### src/rtl/hqm_aw_sram_pg_access_ctl_if.sv
// Upstream request/response bundle of the power-gated SRAM access controller.
// The master issues requests and consumes read responses; the slave is the controller.
interface hqm_aw_sram_pg_access_ctl_if #(
  parameter int AW = 11,
  parameter int DW = 139
);
  logic          req_v;
  logic          req_ready;
  logic          req_we;
  logic [AW-1:0] req_addr;
  logic [DW-1:0] req_wdata;
  logic          rsp_v;
  logic          rsp_ready;
  logic [DW-1:0] rsp_rdata;

  modport master (
    output req_v, req_we, req_addr, req_wdata, rsp_ready,
    input  req_ready, rsp_v, rsp_rdata
  );

  modport slave (
    input  req_v, req_we, req_addr, req_wdata, rsp_ready,
    output req_ready, rsp_v, rsp_rdata
  );
endinterface

### src/rtl/hqm_aw_sram_pg_access_ctl.sv
// Access controller for a power-gated single-port SRAM: turns a valid/ready stream into
// mem strobes, returns reads through a credit-protected buffer, and sequences power/isolation.
module hqm_aw_sram_pg_access_ctl #(
  parameter int AW         = 11,
  parameter int DW         = 139,
  parameter int RD_LAT     = 1,
  parameter int OBUF_DEPTH = 2,
  parameter int WAKE_CYC   = 8
) (
  input  logic                        clk,
  input  logic                        clk_rst,
  input  logic                        pwr_up_req,
  input  logic                        pwr_dn_req,
  output logic                        pwr_active,
  hqm_aw_sram_pg_access_ctl_if.slave  bus,
  output logic                        mem_re,
  output logic                        mem_we,
  output logic [AW-1:0]               mem_addr,
  output logic [DW-1:0]               mem_wdata,
  input  logic [DW-1:0]               mem_rdata,
  output logic                        mem_pwr_enable_b,
  input  logic                        mem_pwr_ack_b,
  output logic                        mem_isol_en
);

  localparam int PW = (OBUF_DEPTH > 1) ? $clog2(OBUF_DEPTH) : 1;
  localparam int CW = $clog2(OBUF_DEPTH + 1);

  typedef enum logic [2:0] {
    ST_OFF, ST_WAKE, ST_SETTLE, ST_ACTIVE, ST_DRAIN, ST_ISO, ST_PDN
  } state_t;

  state_t        state;
  state_t        next_state;
  logic [7:0]    cnt;
  logic [CW-1:0] inflight_cnt;
  logic [CW-1:0] obuf_cnt;
  logic [PW-1:0] wr_ptr;
  logic [PW-1:0] rd_ptr;
  logic [DW-1:0] obuf [OBUF_DEPTH];
  logic [RD_LAT-1:0] rd_pipe;
  logic [CW:0]   credit_sum;
  logic          credit_ok;
  logic          accept;
  logic          rd_accept;
  logic          push;
  logic          pop;

  // Reads accepted but not yet captured already own a buffer slot, so they count as credit.
  assign push       = rd_pipe[RD_LAT-1];
  assign pop        = bus.rsp_v & bus.rsp_ready;
  assign credit_sum = {1'b0, inflight_cnt} + {1'b0, obuf_cnt} - {{CW{1'b0}}, pop};
  assign credit_ok  = credit_sum < (CW+1)'(OBUF_DEPTH);

  assign bus.req_ready = (state == ST_ACTIVE) & ~pwr_dn_req & (bus.req_we | credit_ok);
  assign bus.rsp_v     = (obuf_cnt != '0);
  assign bus.rsp_rdata = obuf[rd_ptr];
  assign accept        = bus.req_v & bus.req_ready;
  assign rd_accept     = accept & ~bus.req_we;

  always_comb begin
    next_state = state;
    case (state)
      ST_OFF:    if (pwr_up_req && !pwr_dn_req) next_state = ST_WAKE;
      ST_WAKE:   if (pwr_dn_req) next_state = ST_PDN;
                 else if (!mem_pwr_ack_b) next_state = ST_SETTLE;
      ST_SETTLE: if (pwr_dn_req) next_state = ST_PDN;
                 else if (cnt == '0) next_state = ST_ACTIVE;
      ST_ACTIVE: if (pwr_dn_req) next_state = ST_DRAIN;
      ST_DRAIN:  if (inflight_cnt == '0 && obuf_cnt == '0) next_state = ST_ISO;
      ST_ISO:    next_state = ST_PDN;
      ST_PDN:    if (mem_pwr_ack_b) next_state = ST_OFF;
      default:   next_state = ST_OFF;
    endcase
  end

  // Power outputs are registered from the next state so they change on the state's entry edge.
  always_ff @(posedge clk) begin
    if (clk_rst) begin
      state            <= ST_OFF;
      cnt              <= '0;
      mem_pwr_enable_b <= 1'b1;
      mem_isol_en      <= 1'b1;
      pwr_active       <= 1'b0;
    end else begin
      state <= next_state;
      if (state == ST_WAKE && next_state == ST_SETTLE)
        cnt <= 8'(WAKE_CYC - 1);
      else if (state == ST_SETTLE && cnt != '0)
        cnt <= cnt - 8'd1;
      mem_pwr_enable_b <= (next_state == ST_OFF) || (next_state == ST_PDN);
      mem_isol_en      <= !((next_state == ST_ACTIVE) || (next_state == ST_DRAIN));
      pwr_active       <= (next_state == ST_ACTIVE);
    end
  end

  always_ff @(posedge clk) begin
    if (clk_rst) begin
      mem_re       <= 1'b0;
      mem_we       <= 1'b0;
      mem_addr     <= '0;
      mem_wdata    <= '0;
      rd_pipe      <= '0;
      inflight_cnt <= '0;
      obuf_cnt     <= '0;
      wr_ptr       <= '0;
      rd_ptr       <= '0;
    end else begin
      mem_re <= rd_accept;
      mem_we <= accept & bus.req_we;
      if (accept)
        mem_addr <= bus.req_addr;
      if (accept && bus.req_we)
        mem_wdata <= bus.req_wdata;
      rd_pipe      <= RD_LAT'({rd_pipe, mem_re});
      inflight_cnt <= inflight_cnt + CW'(rd_accept) - CW'(push);
      obuf_cnt     <= obuf_cnt + CW'(push) - CW'(pop);
      if (push)
        wr_ptr <= wr_ptr + PW'(1);
      if (pop)
        rd_ptr <= rd_ptr + PW'(1);
    end
  end

  always_ff @(posedge clk) begin
    if (push)
      obuf[wr_ptr] <= mem_rdata;
  end

  obuf_no_overflow: assert property (@(posedge clk) disable iff (clk_rst)
    !(push && !pop && obuf_cnt == CW'(OBUF_DEPTH)));

endmodule
### src/flat_wrapper.sv
// flat-port wrapper written by rule: the top's interface ports become plain ports
module hqm_aw_sram_pg_access_ctl_flat 
#(
  parameter int AW         = 11,
  parameter int DW         = 139,
  parameter int RD_LAT     = 1,
  parameter int OBUF_DEPTH = 2,
  parameter int WAKE_CYC   = 8
)
  (clk, clk_rst, pwr_up_req, pwr_dn_req, pwr_active, mem_re, mem_we, mem_addr, mem_wdata, mem_rdata, mem_pwr_enable_b, mem_pwr_ack_b, mem_isol_en, bus_req_v, bus_req_we, bus_req_addr, bus_req_wdata, bus_rsp_ready, bus_req_ready, bus_rsp_v, bus_rsp_rdata);
  hqm_aw_sram_pg_access_ctl_if #(.AW(AW), .DW(DW)) bus_i ();
  input  logic clk;
  input  logic clk_rst;
  input  logic pwr_up_req;
  input  logic pwr_dn_req;
  output logic pwr_active;
  output logic mem_re;
  output logic mem_we;
  output logic [AW-1:0] mem_addr;
  output logic [DW-1:0] mem_wdata;
  input  logic [DW-1:0] mem_rdata;
  output logic mem_pwr_enable_b;
  input  logic mem_pwr_ack_b;
  output logic mem_isol_en;
  input wire logic [$bits(bus_i.req_v)-1:0] bus_req_v;
  input wire logic [$bits(bus_i.req_we)-1:0] bus_req_we;
  input wire logic [$bits(bus_i.req_addr)-1:0] bus_req_addr;
  input wire logic [$bits(bus_i.req_wdata)-1:0] bus_req_wdata;
  input wire logic [$bits(bus_i.rsp_ready)-1:0] bus_rsp_ready;
  output wire logic [$bits(bus_i.req_ready)-1:0] bus_req_ready;
  output wire logic [$bits(bus_i.rsp_v)-1:0] bus_rsp_v;
  output wire logic [$bits(bus_i.rsp_rdata)-1:0] bus_rsp_rdata;
  assign bus_i.req_v = bus_req_v;
  assign bus_i.req_we = bus_req_we;
  assign bus_i.req_addr = bus_req_addr;
  assign bus_i.req_wdata = bus_req_wdata;
  assign bus_i.rsp_ready = bus_rsp_ready;
  assign bus_req_ready = bus_i.req_ready;
  assign bus_rsp_v = bus_i.rsp_v;
  assign bus_rsp_rdata = bus_i.rsp_rdata;
  hqm_aw_sram_pg_access_ctl #(.AW(AW), .DW(DW), .RD_LAT(RD_LAT), .OBUF_DEPTH(OBUF_DEPTH), .WAKE_CYC(WAKE_CYC)) u_core (.clk(clk), .clk_rst(clk_rst), .pwr_up_req(pwr_up_req), .pwr_dn_req(pwr_dn_req), .pwr_active(pwr_active), .bus(bus_i), .mem_re(mem_re), .mem_we(mem_we), .mem_addr(mem_addr), .mem_wdata(mem_wdata), .mem_rdata(mem_rdata), .mem_pwr_enable_b(mem_pwr_enable_b), .mem_pwr_ack_b(mem_pwr_ack_b), .mem_isol_en(mem_isol_en));
endmodule
### config.mk
export PLATFORM = sky130hd
export DESIGN_NAME = hqm_aw_sram_pg_access_ctl_flat
export DESIGN_NICKNAME = d
export VERILOG_FILES = /design/src/rtl/hqm_aw_sram_pg_access_ctl_if.sv /design/src/rtl/hqm_aw_sram_pg_access_ctl.sv /design/src/flat_wrapper.sv
export SDC_FILE = /design/constraint.sdc
export NUM_CORES = 1
export LEC_CHECK = 0
export BUFFER_PORTS_ARGS = -buffer_cell sky130_fd_sc_hd__buf_2
export CELL_PAD_IN_SITES_DETAIL_PLACEMENT = 1
export CELL_PAD_IN_SITES_GLOBAL_PLACEMENT = 2
export CORE_MARGIN = 5
export CORE_UTILIZATION = 29
export CTS_CLUSTER_SIZE = 8
export DETAILED_ROUTE_END_ITERATION = 10
export HOLD_SLACK_MARGIN = 0.05
export PLACE_DENSITY = 0.76
export SYNTH_ARGS = -nofsm -noshare
export SYNTH_HDL_FRONTEND = slang
export SYNTH_SLANG_ARGS = --single-unit
### constraint.sdc
create_clock -name clk -period 6.65 [get_ports clk]
set_input_delay 1.33 -clock clk [delete_from_list [all_inputs] [get_ports clk]]
set_output_delay 1.33 -clock clk [all_outputs]
set_load 0.02 [all_outputs]
# Yosys cells after proc, flatten, opt, wreduce, memory -nomap -nowiden
# Memories as Yosys holds them, arrays and structs flattened. A register that Yosys moved wholly into a read port is not among the register bits.
# Index checks and enable logic that the tools add are counted.
# word_totals
register_bits	173
ramBits	278
output_inout_bits	296
elab_cells	78
memories	1
# mem_list
memory	depth	word_bits	read_ports	rd_ports_with_merged_regs	wr	line	source
u_core.obuf	2	139	1	1	1	hqm_aw_sram_pg_access_ctl.sv:40	logic [DW-1:0] obuf [OBUF_DEPTH];
# op_classes
add_sub_neg	9
order_cmp	1
n_eq_ne	10
muxes	15
n_bitwise	9
n_reduce_logical	18
# op_table
op	n
$mux W3	10
$pmux W3 S7	1
$eq A3 B3 Y1 const B	5
$eq A3 B2 Y1 const B	4
$logic_not A8 Y1	1
$reduce_bool A8 Y1	1
$sub A8 B1 Y8 const B	1
$and A1 B1 Y1	6
$logic_not A3 Y1	2
$logic_and A1 B1 Y1	5
$add A2 B1 Y2	2
$logic_not A2 Y1	2
$mux W1	4
$reduce_bool A2 Y1	2
$sub A2 B1 Y2	2
$add A2 B2 Y3	1
$eq A3 B1 Y1 const B	1
$lt A3 B2 Y1 const B	1
$sub A3 B1 Y3	1
$add A1 B1 Y1 const B	2
$logic_not A1 Y1	2
$logic_or A1 B1 Y1	2
$not A1 Y1	2
$reduce_or A2 Y1	1
$or A1 B1 Y1	1

# Logic depth before layout (Yosys ltp)
# Gate-level depths: netlist of the first run.
# depth
ltp_word	10
mapped_depth	13
mapped_depth_nobuf	12

# Worst setup path before layout of the first run
# OpenSTA, ideal clock, no wires.
# synth_timing
path_type	register to register
start	reg u_core.rd_pipe, in the netlist u_core.push
end	mem u_core.obuf[0][0], enable pin
setup_time_ns	0.656
t_arrival_ns	6.500
required_time_ns	5.994
slack_ns	-0.506
stages_incl_launch_ff	2
path_buffers	0
period_less_slack_ns	7.156
cell_sequence	dfxtp_1 -> nor2b_1
# synth_via
elab_chain_len	2
# synth_rtl
item	line	source
from (decl)	hqm_aw_sram_pg_access_ctl.sv:41	logic [RD_LAT-1:0] rd_pipe;
from (signal assigned)	hqm_aw_sram_pg_access_ctl.sv:115	rd_pipe <= RD_LAT'({rd_pipe, mem_re});
$mux W1	hqm_aw_sram_pg_access_ctl.sv:126	if (push)
$mux W1 (implied by the code)	hqm_aw_sram_pg_access_ctl.sv:127	obuf[wr_ptr] <= mem_rdata;
to (decl)	hqm_aw_sram_pg_access_ctl.sv:40	
# No other way between the ends.

# Final worst setup path of the first run
# layout_timing
start	in bus_rsp_ready
end	out bus_req_ready
# layout_via
elab_chain_len	5
# layout_rtl
item	line	source
from (decl)	flat_wrapper.sv:29	input wire logic [$bits(bus_i.rsp_ready)-1:0] bus_rsp_ready;
$and A1 B1 Y1	hqm_aw_sram_pg_access_ctl.sv:51	assign pop = bus.rsp_v & bus.rsp_ready;
$sub A3 B1 Y3	hqm_aw_sram_pg_access_ctl.sv:52	assign credit_sum = {1'b0, inflight_cnt} + {1'b0, obuf_cnt} - {{CW{1'b0}}, pop};
$lt A3 B2 Y1	hqm_aw_sram_pg_access_ctl.sv:53	assign credit_ok = credit_sum < (CW+1)'(OBUF_DEPTH);
$or A1 B1 Y1	hqm_aw_sram_pg_access_ctl.sv:55	assign bus.req_ready = (state == ST_ACTIVE) & ~pwr_dn_req & (bus.req_we | credit_ok);
$and A1 B1 Y1	hqm_aw_sram_pg_access_ctl.sv:55	
to (decl)	flat_wrapper.sv:30	output wire logic [$bits(bus_i.req_ready)-1:0] bus_req_ready;
# No other way between the ends.

==> results of run 1 <==
[worst max-delay path, stage by stage]
cell and delay, ns:
buf_2 0.14, xor2_1 0.15, nand2_1 0.09, fa_1 0.39, xor2_1 0.23, a21o_1 0.46
and2_1 0.21, buf_2 0.18
[cell type report]
type / count / area share
antenna: 18 / 0.002050
clock buffer: 79 / 0.07836
clock inverter: 7 / 0.005923
inverter: 7 / 0.001196
multi-input combinational: 694 / 0.1919
sequential: 452 / 0.5387
tap: 756 / 0.04305
timing repair buffer: 600 / 0.1388
[state kept, by name, summed over array words and instances (netlist names), 2 cells and up, named ones only]
| register | cells |
|---|---|
| u_core.cnt | 8 |
| u_core.inflight_cnt | 2 |
| u_core.mem_addr | 11 |
| u_core.mem_wdata | 139 |
| u_core.obuf | 278 |
| u_core.obuf_cnt | 2 |
| u_core.state | 3 |
[path summary, 6_finish.rpt]
kind	from	to	slack, ns	depth (start not counted)
worst min register to register	u_core.mem_wdata[109]	u_core.mem_wdata[109]	0.45	2
worst max register to register	u_core.state[1]	u_core.mem_wdata[130]	3.71	5
worst max-delay path	bus_rsp_ready	bus_req_ready	2.13	8
worst min-delay path	u_core.mem_wdata[109]	u_core.mem_wdata[109]	0.45	2
[power by group]
part	leakage, uW	internal [uW]	switching, uW
Combinational	0.00370	86.2	90.5
Sequential	0.00390	2980	9.64
Clock	0.000894	1820	1200
[metal layers]
metal / vias up / global-route usage
met3: 131 / 0.09520
met1: 5681 / 0.1744
li1: 5542 / -
met5: - / 0
met4: 38 / 0.05793
met2: 505 / 0.2780
[cell families after synthesis]
group	share of synthesized area
flip-flops	0.7228
AO/OA/AOI/OAI	0.05985
adder cells (fa/ha/maj)	0.005809
multiplexers	0.09753
XOR/XNOR	0.005350
buffers and inverters	0.02133
AND/OR/NAND/NOR	0.08737
[synthesized netlist by cell type, types with 9 or more instances]
cell / count / area share
nand2_1: 288 / 0.066
edfxtp_1: 278 / 0.51
a21oi_1: 156 / 0.048
mux2_2: 140 / 0.096
clkbuf_1: 47 / 0.011
dfxtp_1: 174 / 0.21
buf_2: 9 / 0.0028
buf_4: 11 / 0.0050
nor2_1: 17 / 0.0039
nand3_1: 12 / 0.0037
o21ai_0: 16 / 0.0049
[cells in the final DEF (no fill, tap or decap), types with 2 or more instances in the layout]
master,synthesis,layout
buf_2,9,591
nand2_1,288,288
ha_1,6,6
edfxtp_1,278,278
o211ai_1,2,2
mux2_2,140,140
buf_4,11,7
nor2b_1,7,6
xor2_1,6,6
a21oi_1,156,156
or3b_2,2,2
a21o_1,2,2
a21boi_0,2,2
dfxtp_1,174,173
clkbuf_1,47,12
o21ai_0,16,16
clkinv_16,0,2
clkinv_8,0,4
or4b_1,2,2
nor2_1,17,17
inv_1,7,7
nor3_1,4,4
nand3_1,12,11
and2_1,3,2
clkbuf_16,0,67
buf_12,0,2
diode_2,0,18
mux2i_1,2,2
xnor2_1,4,4
[through the flow]
stage	util	instance area [um^2]	total power, uW	instances	hold slack (ns)
5_1_grt	0.3907	21950	6439	2603	0.4705
6_report	0.3912	21970	6188	2613	0.4488
2_1_floorplan	-	16370	3104	1225	0.4471
3_5_place_dp	0.3574	20070	3225	2509	0.4434
3_3_place_gp	0.3574	20070	3215	2509	0.4394
4_1_cts	0.3904	21930	6300	2595	0.4515
==> flow_metrics.env, run 1 <==
export IMPL_routed_wirelength_um=54310
export IMPL_synthesis_area_mm2=0.01637
export IMPL_gp_routability_congestion=0.8283
export IMPL_cts_resized_gates=0
export IMPL_static_leakage_power_uw=0.008496
export IMPL_drt_first_iter_violations=508
export IMPL_fp_coreArea_mm2=0.05617
export IMPL_number_of_synthesized_register_bits=452
export IMPL_worstHoldPathType="flop to flop"
export IMPL_place_ws_ns=2.117
export IMPL_tritoncts="yes"
export IMPL_worst_path_maximum_fanout=13
export IMPL_final_min_period_over_clock_period=0.6791
export IMPL_vias=11900
export IMPL_yosysSeqAreaShare=0.7228
export IMPL_cts_setup_buffers=0
export IMPL_synthArstFlopShare=0
export IMPL_clock_tree_htree_level_count=3
export IMPL_outcome="finished, final reports clean"
export IMPL_drv_cap=0
export IMPL_pin_count=593
export IMPL_finalWorstSetupSlack_ns=2.134
export IMPL_die_x_um=247.6
export IMPL_cts_root_buffer="clkbuf_16"
export IMPL_worst_slew_margin_rel=0.3352
export IMPL_layout_area_overhead_vs_synth_pct=34.22
export IMPL_fin_skew_ns=0.01953
export IMPL_initial_utilization=0.2914
export IMPL_crit_path_start_kind="input port"
export IMPL_worst_slew_pin_slew_ns=0.9972
export IMPL_synth_warnings=0
export IMPL_worst_ep_required_time_ns=5.32
export IMPL_period_minus_slack_ns=4.516
export IMPL_placement_rows=87
export IMPL_dpl_hpwl_um=38970
export IMPL_area_occupied_by_registers_mm2=0.01184
export IMPL_worstSkewPairLatency_ns=0.57
export IMPL_nFillCells=6221
export IMPL_finalHoldViolations=0
export IMPL_largest_net_degree_at_the_start_of_global_routing=140
export IMPL_cts_made_buffers=66
export IMPL_met1Wirelength_um=19680
export IMPL_globalRoute_totalOverflow=0
export IMPL_met2RoutedLength_um=25510
export IMPL_globalRouteTotalUtil=0.1655
export IMPL_iteration_count_of_the_initial_detailed_routing_pass=4
export IMPL_grt_pass1_vias=12690
export IMPL_finalNetCount=2125
export IMPL_wire_per_inst_um=20.78
export IMPL_synthesis_nets=1529
export IMPL_avgSynthCellArea_um2=13.36
export IMPL_proportion_of_layout_cells_with_a_drive_suffix_above_1=0.4502
export IMPL_rsz0062_at_grt="false"
export IMPL_ctsHoldBuffers=0
export IMPL_avgViaCountPerCell=4.553
export IMPL_post_synth_edffs=278
export IMPL_timing_final_setup_violations=0
export IMPL_synthesis_instances=1225
export IMPL_max_clock_path_buffers=3
export IMPL_path_clk_slew_ns=0.05
export IMPL_worstSetupEndpointType="output pin"
export IMPL_topRoutingLayerUsed="met5"
export IMPL_max_freq_ghz=0.2214
export IMPL_drt_antenna_violating_nets=0
export IMPL_worst_endpoint_data_arrival_time_ns=3.19
export IMPL_wire_length_of_the_first_global_routing_pass_um=77600
export IMPL_numClockSinks=452
export IMPL_dieArea_mm2=0.06130
export IMPL_totalNegativeSetupSlack_ns=0
export IMPL_category_of_the_most_critical_setup_path="input port to output pin"
export IMPL_ys_dominant_reg_cell="edfxtp_1"
export IMPL_drv_slew=0
export IMPL_place_port_buffers=592
export IMPL_initial_antenna_violation_count=36
export IMPL_number_of_distinct_library_cells_after_synthesis=47
export IMPL_p_per_area_mw_per_mm2=281.7
export IMPL_multi_input_comb_area_mm2=0.004217
export IMPL_die_height_um=247.6
export IMPL_drt_drc_violations_left=0
export IMPL_peakVddDrop_mv=0.1660
export IMPL_met3RoutedLength_um=6914
(Power assumes the default switching activity.)
==> inputs of run 2 (changes only) <==
--- a/config.mk
+++ b/config.mk
@@ -5,15 +5,16 @@
 export SDC_FILE = /design/constraint.sdc
 export NUM_CORES = 1
 export LEC_CHECK = 0
+export ABC_AREA = 1
 export BUFFER_PORTS_ARGS = -buffer_cell sky130_fd_sc_hd__buf_2
 export CELL_PAD_IN_SITES_DETAIL_PLACEMENT = 1
 export CELL_PAD_IN_SITES_GLOBAL_PLACEMENT = 2
 export CORE_MARGIN = 5
-export CORE_UTILIZATION = 29
+export CORE_UTILIZATION = 31
 export CTS_CLUSTER_SIZE = 8
 export DETAILED_ROUTE_END_ITERATION = 10
 export HOLD_SLACK_MARGIN = 0.05
-export PLACE_DENSITY = 0.76
+export PLACE_DENSITY = 0.79
 export SYNTH_ARGS = -nofsm -noshare
 export SYNTH_HDL_FRONTEND = slang
 export SYNTH_SLANG_ARGS = --single-unit
==> constraint.sdc (replaced) <==
create_clock -name clk -period 4.54 [get_ports clk]
set_input_delay 0.908 -clock clk [delete_from_list [all_inputs] [get_ports clk]]
set_output_delay 0.908 -clock clk [all_outputs]
set_load 0.02 [all_outputs]
==> run 2 against run 1 <==
Compared with the run above:
- die area shrank 0.98%
- hold slack lost 0.018 ns
- non-clock buffer count grew 8
- setup slack lost 1.1 ns
- clock skew grew 0.0070 ns
- clock power grew 53%
- critical path type unchanged
- largest cell class unchanged
==> flow_metrics.env, run 2 <==
export IMPL_clock_tree_htree_level_count=3
export IMPL_period_minus_slack_ns=3.482
export IMPL_synthesis_area_mm2=0.01732
export IMPL_critPathTopFamily="adder cells"
export IMPL_largest_registers="u_core.obuf: 278 flops, u_core.mem_wdata: 139 flops, u_core.mem_addr: 11 flops"
export IMPL_placement_rows=86
export IMPL_finalHoldViolations=0
export IMPL_globalRouteTotalUtil=0.1741
export IMPL_worstSkewPairLatency_ns=0.59
export IMPL_fin_skew_ns=0.02654
export IMPL_placedInstanceArea_mm2=0.02107
export IMPL_instances_no_fill=2956
export IMPL_timing_critical_path_slowest_stage_cell="fa_1"
export IMPL_worst_endpoint_data_arrival_time_ns=2.57
export IMPL_proportion_of_layout_cells_with_a_drive_suffix_above_1=0.3796
export IMPL_cts_setup_buffers=0
export IMPL_yosys_cell_count_top_type="nand2_1"
export IMPL_worstSetupEndpointType="output pin"
export IMPL_cts_root_buffer="clkbuf_16"
export IMPL_number_of_distinct_library_cells_after_synthesis=26
export IMPL_critical_path_reg2reg_startpoint="u_core.obuf_cnt[1]"
export IMPL_path_cells="buf_2 -> inv_1 -> nor3_1 -> o21ai_0 -> fa_1 -> nand3_1 -> a21oi_1 -> buf_2"
export IMPL_die_x_um=246.4
export IMPL_wire_length_of_the_first_global_routing_pass_um=81300
export IMPL_totalNegativeSetupSlack_ns=0
export IMPL_crit_path_start_kind="input port"
export IMPL_most_common_layout_cells="buf_2 (592), nand2_1 (342), nor2_1 (312)"
export IMPL_depth_of_the_critical_timing_path_with_buffers_and_inverters_included=8
export IMPL_rsz0062_at_grt="false"
export IMPL_seq_power_share=0.466
export IMPL_wire_per_inst_um=18.75
export IMPL_worst_slew_margin_rel=0.3838
export IMPL_final_hold_worst_slack_ns=0.4310
export IMPL_category_of_the_most_critical_setup_path="input port to output pin"
export IMPL_cellInternalPower_uw=7361
export IMPL_layout_commonest_cell="buf_2"
export IMPL_synthesis_instances=1557
export IMPL_outcome="finished, final reports clean"
export IMPL_path_clk_slew_ns=0.05
export IMPL_numClockSinks=452
export IMPL_post_synth_edffs=278
export IMPL_static_leakage_power_uw=0.01055
export IMPL_postLayoutCellArea_mm2=0.02306
export IMPL_vias=12930
export IMPL_p_per_area_mw_per_mm2=412.3
export IMPL_worstHoldPathType="flop to flop"
export IMPL_timing_final_setup_violations=0
export IMPL_registers_top_by_ff_count="u_core.obuf"
export IMPL_avgSynthCellArea_um2=11.12
export IMPL_max_clock_path_buffers=3
export IMPL_layout_area_overhead_vs_synth_pct=33.16
export IMPL_fp_coreArea_mm2=0.05520
export IMPL_yosysSeqAreaShare=0.6831
export IMPL_worst_slew_pin_slew_ns=0.9242
export IMPL_ys_top_cells_by_area="edfxtp_1 (48%), dfxtp_1 (20%), mux2_2 (9.0%)"
export IMPL_ctsHoldBuffers=0
export IMPL_cp_common_cell="buf_2"
export IMPL_worst_ep_required_time_ns=3.63
export IMPL_finalNetCount=2470
export IMPL_synth_top_cells_by_count="nand2_1 (342), nor2_1 (313), edfxtp_1 (278)"
export IMPL_number_of_synthesized_register_bits=452
export IMPL_tritoncts="yes"
export IMPL_worst_setup_path_startpoint="bus_rsp_ready"
export IMPL_crit_end="bus_req_ready"
export IMPL_worst_r2r_endpoint="u_core.mem_wdata[21]"
export IMPL_avgViaCountPerCell=4.373
export IMPL_gp_routability_congestion=0.7802
export IMPL_die_height_um=246.4
export IMPL_place_port_buffers=592
export IMPL_comb_power_share=0.047
export IMPL_drt_first_iter_violations=532
export IMPL_critical_path_buf_inv_count=3
export IMPL_dieArea_mm2=0.06070
export IMPL_routed_wirelength_um=55430
export IMPL_worstHoldStart="u_core.mem_re"
export IMPL_cts_made_buffers=67
export IMPL_ys_dominant_reg_cell="edfxtp_1"
export IMPL_synthesis_nets=1861
export IMPL_drv_cap=0
export IMPL_synthArstFlopShare=0
export IMPL_worst_r2r_cell_count=12
export IMPL_timing_reg2reg_setup_slack_ns=1.27
export IMPL_initial_utilization=0.3138
export IMPL_power_switching_uw=2148
export IMPL_iteration_count_of_the_initial_detailed_routing_pass=4
export IMPL_drv_slew=0
export IMPL_synth_largest_type_area_fraction=0.4820
export IMPL_largest_net_degree_at_the_start_of_global_routing=128
export IMPL_worst_path_maximum_fanout=2
export IMPL_grt_pass1_vias=13720
export IMPL_globalRoute_totalOverflow=0
export IMPL_drt_antenna_violating_nets=0
export IMPL_yosys_area_top_type="edfxtp_1"
export IMPL_power_share_switching=0.2259
export IMPL_cts_resized_gates=0
export IMPL_max_freq_ghz=0.2872
export IMPL_dpl_hpwl_um=40540
export IMPL_drt_drc_violations_left=0
export IMPL_post_layout_total_power_uw=9509
export IMPL_final_min_period_over_clock_period=0.7670
export IMPL_initial_antenna_violation_count=41
export IMPL_power_clock_fraction=0.487
export IMPL_peakVddDrop_mv=0.2724
export IMPL_synth_warnings=0
export IMPL_pin_count=593
export IMPL_max_stage_delay_ns=0.52
export IMPL_largest_reg_flops=278
export IMPL_post_place_cells=2845
run 2: cell types whose count changed in the layout (fill, tap and decap cells not counted), sizes merged, moves of 7 or more:
cell    previous run  this run
inv                7       179
a21oi            156        20
nor2              17       314
nor2b              7         0
nand2            288       343
buf              600       608
clkbuf            79        87
o21ai             17         6
run 2: cell families (layout without fill, tap and decap cells):
family | Yosys count | in the layout | synth area share
compound gates | 28 | 28 | 0.008380
xor+xnor | 7 | 7 | 0.003540
fa+ha+maj | 7 | 7 | 0.005490
buf+inv | 244 | 879 | 0.05902
flops | 452 | 452 | 0.6831
mux | 139 | 139 | 0.09037
other cells | 0 | 16 | 0
simple gates | 680 | 680 | 0.1501
run 2: per-stage QoR:
stage            util  setup slack [ns]
5_1_grt        0.4174            0.8507
3_3_place_gp   0.3817            0.6451
6_report       0.4178             1.058
3_5_place_dp   0.3817            0.5547
2_1_floorplan       -           0.05905
4_1_cts        0.4171             1.005
run 2: worst register-to-register path, cell delays in order (launching register included):
cell	delay, ns
dfxtp_1	0.35
nor2_1	0.09
nor3_1	0.28
o21ai_0	0.19
fa_1	0.52
nand3_1	0.09
nand2_1	0.06
and3_1	0.51
nand2_8	0.39
buf_4	0.47
nand2_1	0.09
nand2_1	0.04
nor2_1	0.11
run 2: layout make-up:
class,instances,area [um^2]
inverters,176,668.1
repair buffers,608,3146
fillers,6229,32140
flip-flops and latches,452,11840
clock buffers,87,1793
well taps,748,935.9
clock inverters,8,162.7
multi-input cells,861,4483
diodes,16,40.04
run 2: worst min path at each step:
stage	end	depth (start not counted)
after floorplan	flop	1
after global routing	u_core.obuf[1][96]	1
final	u_core.push	2
after global placement	u_core.push	2
after detailed placement	u_core.push	2
after CTS	u_core.push	2
run 2: power by group through the flow:
stage	Clock, uW	Sequential, uW	Combinational (uW)
after floorplan	0	4520	208
after global placement	0	4510	431
after detailed placement	0	4510	450
after CTS	4790	4430	455
after global routing	4990	4430	504
final	4630	4430	447
run 2: routing by layer:
metal	share of wire	up-vias	global-route usage	wire [um]
li1	-	6215	-	-
met1	0.35	6052	0.1813	19660
met2	0.48	491	0.2934	26420
met3	0.14	123	0.1070	7784
met4	0.023	46	0.05366	1251
met5	0.0056	-	0	308
==> inputs of run 3 (changes only) <==
--- a/config.mk
+++ b/config.mk
@@ -10,11 +10,11 @@
 export CELL_PAD_IN_SITES_DETAIL_PLACEMENT = 1
 export CELL_PAD_IN_SITES_GLOBAL_PLACEMENT = 2
 export CORE_MARGIN = 5
-export CORE_UTILIZATION = 31
+export CORE_UTILIZATION = 28
 export CTS_CLUSTER_SIZE = 8
 export DETAILED_ROUTE_END_ITERATION = 10
 export HOLD_SLACK_MARGIN = 0.05
-export PLACE_DENSITY = 0.79
+export PLACE_DENSITY = 0.75
 export SYNTH_ARGS = -nofsm -noshare
 export SYNTH_HDL_FRONTEND = slang
 export SYNTH_SLANG_ARGS = --single-unit
==> constraint.sdc (replaced) <==
create_clock -name clk -period 3.1 [get_ports clk]
set_input_delay 0.62 -clock clk [delete_from_list [all_inputs] [get_ports clk]]
set_output_delay 0.62 -clock clk [all_outputs]
set_load 0.02 [all_outputs]
==> run 3 against run 2 <==
Compared with the run above:
- global-route usage fell by 2.2 points
- sequential power rose by 47%
- combinational power rose by 49%
- sequential share of layout area fell by 0.62 points
- critical path depth fell by 2
- via count rose by 0.28%
- critical path type is now flop to output pin
- largest power group unchanged
- highest routed layer unchanged
==> flow_metrics.env, run 3 (same netlist as run 2, synthesis figures left out) <==
export IMPL_outcome="finished, final reports clean"
export IMPL_post_layout_total_power_uw=13870
export IMPL_grt_pass1_vias=13890
export IMPL_comb_power_share=0.048
export IMPL_clock_tree_htree_level_count=3
export IMPL_drt_first_iter_violations=540
export IMPL_worstSkewPairLatency_ns=0.59
export IMPL_p_per_area_mw_per_mm2=593.8
export IMPL_numClockSinks=452
export IMPL_worst_endpoint_data_arrival_time_ns=2.34
export IMPL_worstHoldStart="mem_rdata[20]"
export IMPL_rsz0062_at_grt="false"
export IMPL_placement_rows=91
export IMPL_die_height_um=258.7
export IMPL_place_port_buffers=592
export IMPL_final_min_period_over_clock_period=0.9554
export IMPL_dpl_hpwl_um=39590
export IMPL_globalRouteTotalUtil=0.1526
export IMPL_max_freq_ghz=0.3376
export IMPL_drv_slew=0
export IMPL_power_share_switching=0.2206
export IMPL_postLayoutCellArea_mm2=0.02335
export IMPL_wire_per_inst_um=17.84
export IMPL_worst_path_maximum_fanout=3
export IMPL_routed_wirelength_um=53640
export IMPL_avgViaCountPerCell=4.311
export IMPL_finalHoldViolations=0
export IMPL_wire_length_of_the_first_global_routing_pass_um=80070
export IMPL_category_of_the_most_critical_setup_path="flop to output pin"
export IMPL_max_clock_path_buffers=3
export IMPL_cellInternalPower_uw=10810
export IMPL_dieArea_mm2=0.06693
export IMPL_ctsHoldBuffers=0
export IMPL_drt_antenna_violating_nets=0
export IMPL_gp_routability_congestion=0.7895
export IMPL_period_minus_slack_ns=2.962
export IMPL_worst_slew_pin_slew_ns=0.7040
export IMPL_peakVddDrop_mv=0.3459
export IMPL_seq_power_share=0.468
export IMPL_placedInstanceArea_mm2=0.02139
export IMPL_initial_antenna_violation_count=35
export IMPL_largest_registers="u_core.obuf: 278 flops, u_core.mem_wdata: 139 flops, u_core.mem_addr: 11 flops"
export IMPL_drv_cap=0
export IMPL_power_clock_fraction=0.484
export IMPL_crit_path_start_kind="flop"
export IMPL_drt_drc_violations_left=0
export IMPL_die_x_um=258.7
export IMPL_power_switching_uw=3059
export IMPL_timing_final_setup_violations=0
export IMPL_worst_slew_margin_rel=0.5307
export IMPL_path_clk_slew_ns=0.05
export IMPL_static_leakage_power_uw=0.01069
export IMPL_tritoncts="yes"
export IMPL_finalNetCount=2491
export IMPL_proportion_of_layout_cells_with_a_drive_suffix_above_1=0.3881
export IMPL_worstHoldPathType="input port to flop"
export IMPL_largest_net_degree_at_the_start_of_global_routing=79
export IMPL_largest_reg_flops=278
export IMPL_fin_skew_ns=0.02023
export IMPL_globalRoute_totalOverflow=0
export IMPL_cts_made_buffers=67
export IMPL_worstSetupEndpointType="output pin"
export IMPL_iteration_count_of_the_initial_detailed_routing_pass=4
export IMPL_cts_root_buffer="clkbuf_16"
export IMPL_most_common_layout_cells="buf_2 (592), nand2_1 (342), nor2_1 (311)"
export IMPL_layout_area_overhead_vs_synth_pct=34.83
export IMPL_fp_coreArea_mm2=0.06148
export IMPL_nFillCells=7035
export IMPL_registers_top_by_ff_count="u_core.obuf"
export IMPL_initial_utilization=0.2817
export IMPL_worst_setup_path_startpoint="u_core.obuf_cnt[1]"
export IMPL_pin_count=593
export IMPL_critical_path_reg2reg_startpoint="u_core.obuf_cnt[1]"
export IMPL_totalNegativeSetupSlack_ns=0
export IMPL_final_core_util=0.3798
export IMPL_worst_ep_required_time_ns=2.48
export IMPL_vias=12960
export IMPL_layout_commonest_cell="buf_2"
[run 3: worst max-delay path: stages (launching register included)]
cell and delay, ns:
dfxtp_2 0.36, inv_1 0.05, ha_1 0.32, fa_1 0.55, nand3_1 0.11, a21oi_2 0.18
buf_2 0.20
[run 3: power by group through the flow]
stage	sequential, uW	combinational (uW)	clock [uW]
after floorplan	6620	305	0
after global placement	6600	643	0
after detailed placement	6600	673	0
after CTS	6480	676	6990
after global routing	6490	748	7240
final	6490	665	6710
[run 3: per-layer routing]
layer,vias up,global-route usage,wire (um)
li1,6234,-,-
met4,42,0.05120,1427
met2,485,0.2541,24990
met5,-,0,278
met1,6064,0.1670,20540
met3,138,0.08262,6405
[run 3: metrics by stage]
step                      instances  setup WS [ns]  hold slack, ns
after floorplan                1557         0.1876          0.4258
after global placement         2908         0.1808          0.4129
after detailed placement       2908        0.09888          0.4195
after CTS                      2998       0.009532          0.1766
after global routing           3000       0.005175          0.1883
final                          3007         0.1381          0.2271
[run 3: worst paths after layout]
path / slack (ns) / endpoint / cells past startpoint
max: 0.14 / bus_req_ready / 6
min: 0.23 / u_core.obuf[1][20] / 1
max reg2reg: 0.47 / u_core.mem_wdata[51] / 13
min reg2reg: 0.43 / u_core.push / 2
[run 3: area by class of cell]
cell class                 count  area [um^2]  share of cell area
clock inverter                 8        151.4            0.006483
multi-input combinational    861         4494              0.1925
timing repair buffer         629         3416              0.1463
inverter                     176        666.9             0.02856
sequential                   452        11840              0.5070
tap                          790        988.4             0.04233
antenna                        9        22.52           0.0009644
clock buffer                  82         1774             0.07598
[run 3: timing repair]
action,CTS,global route
setup buffers,0,0
resized for setup,1,5
setup endpoints to repair,1,1
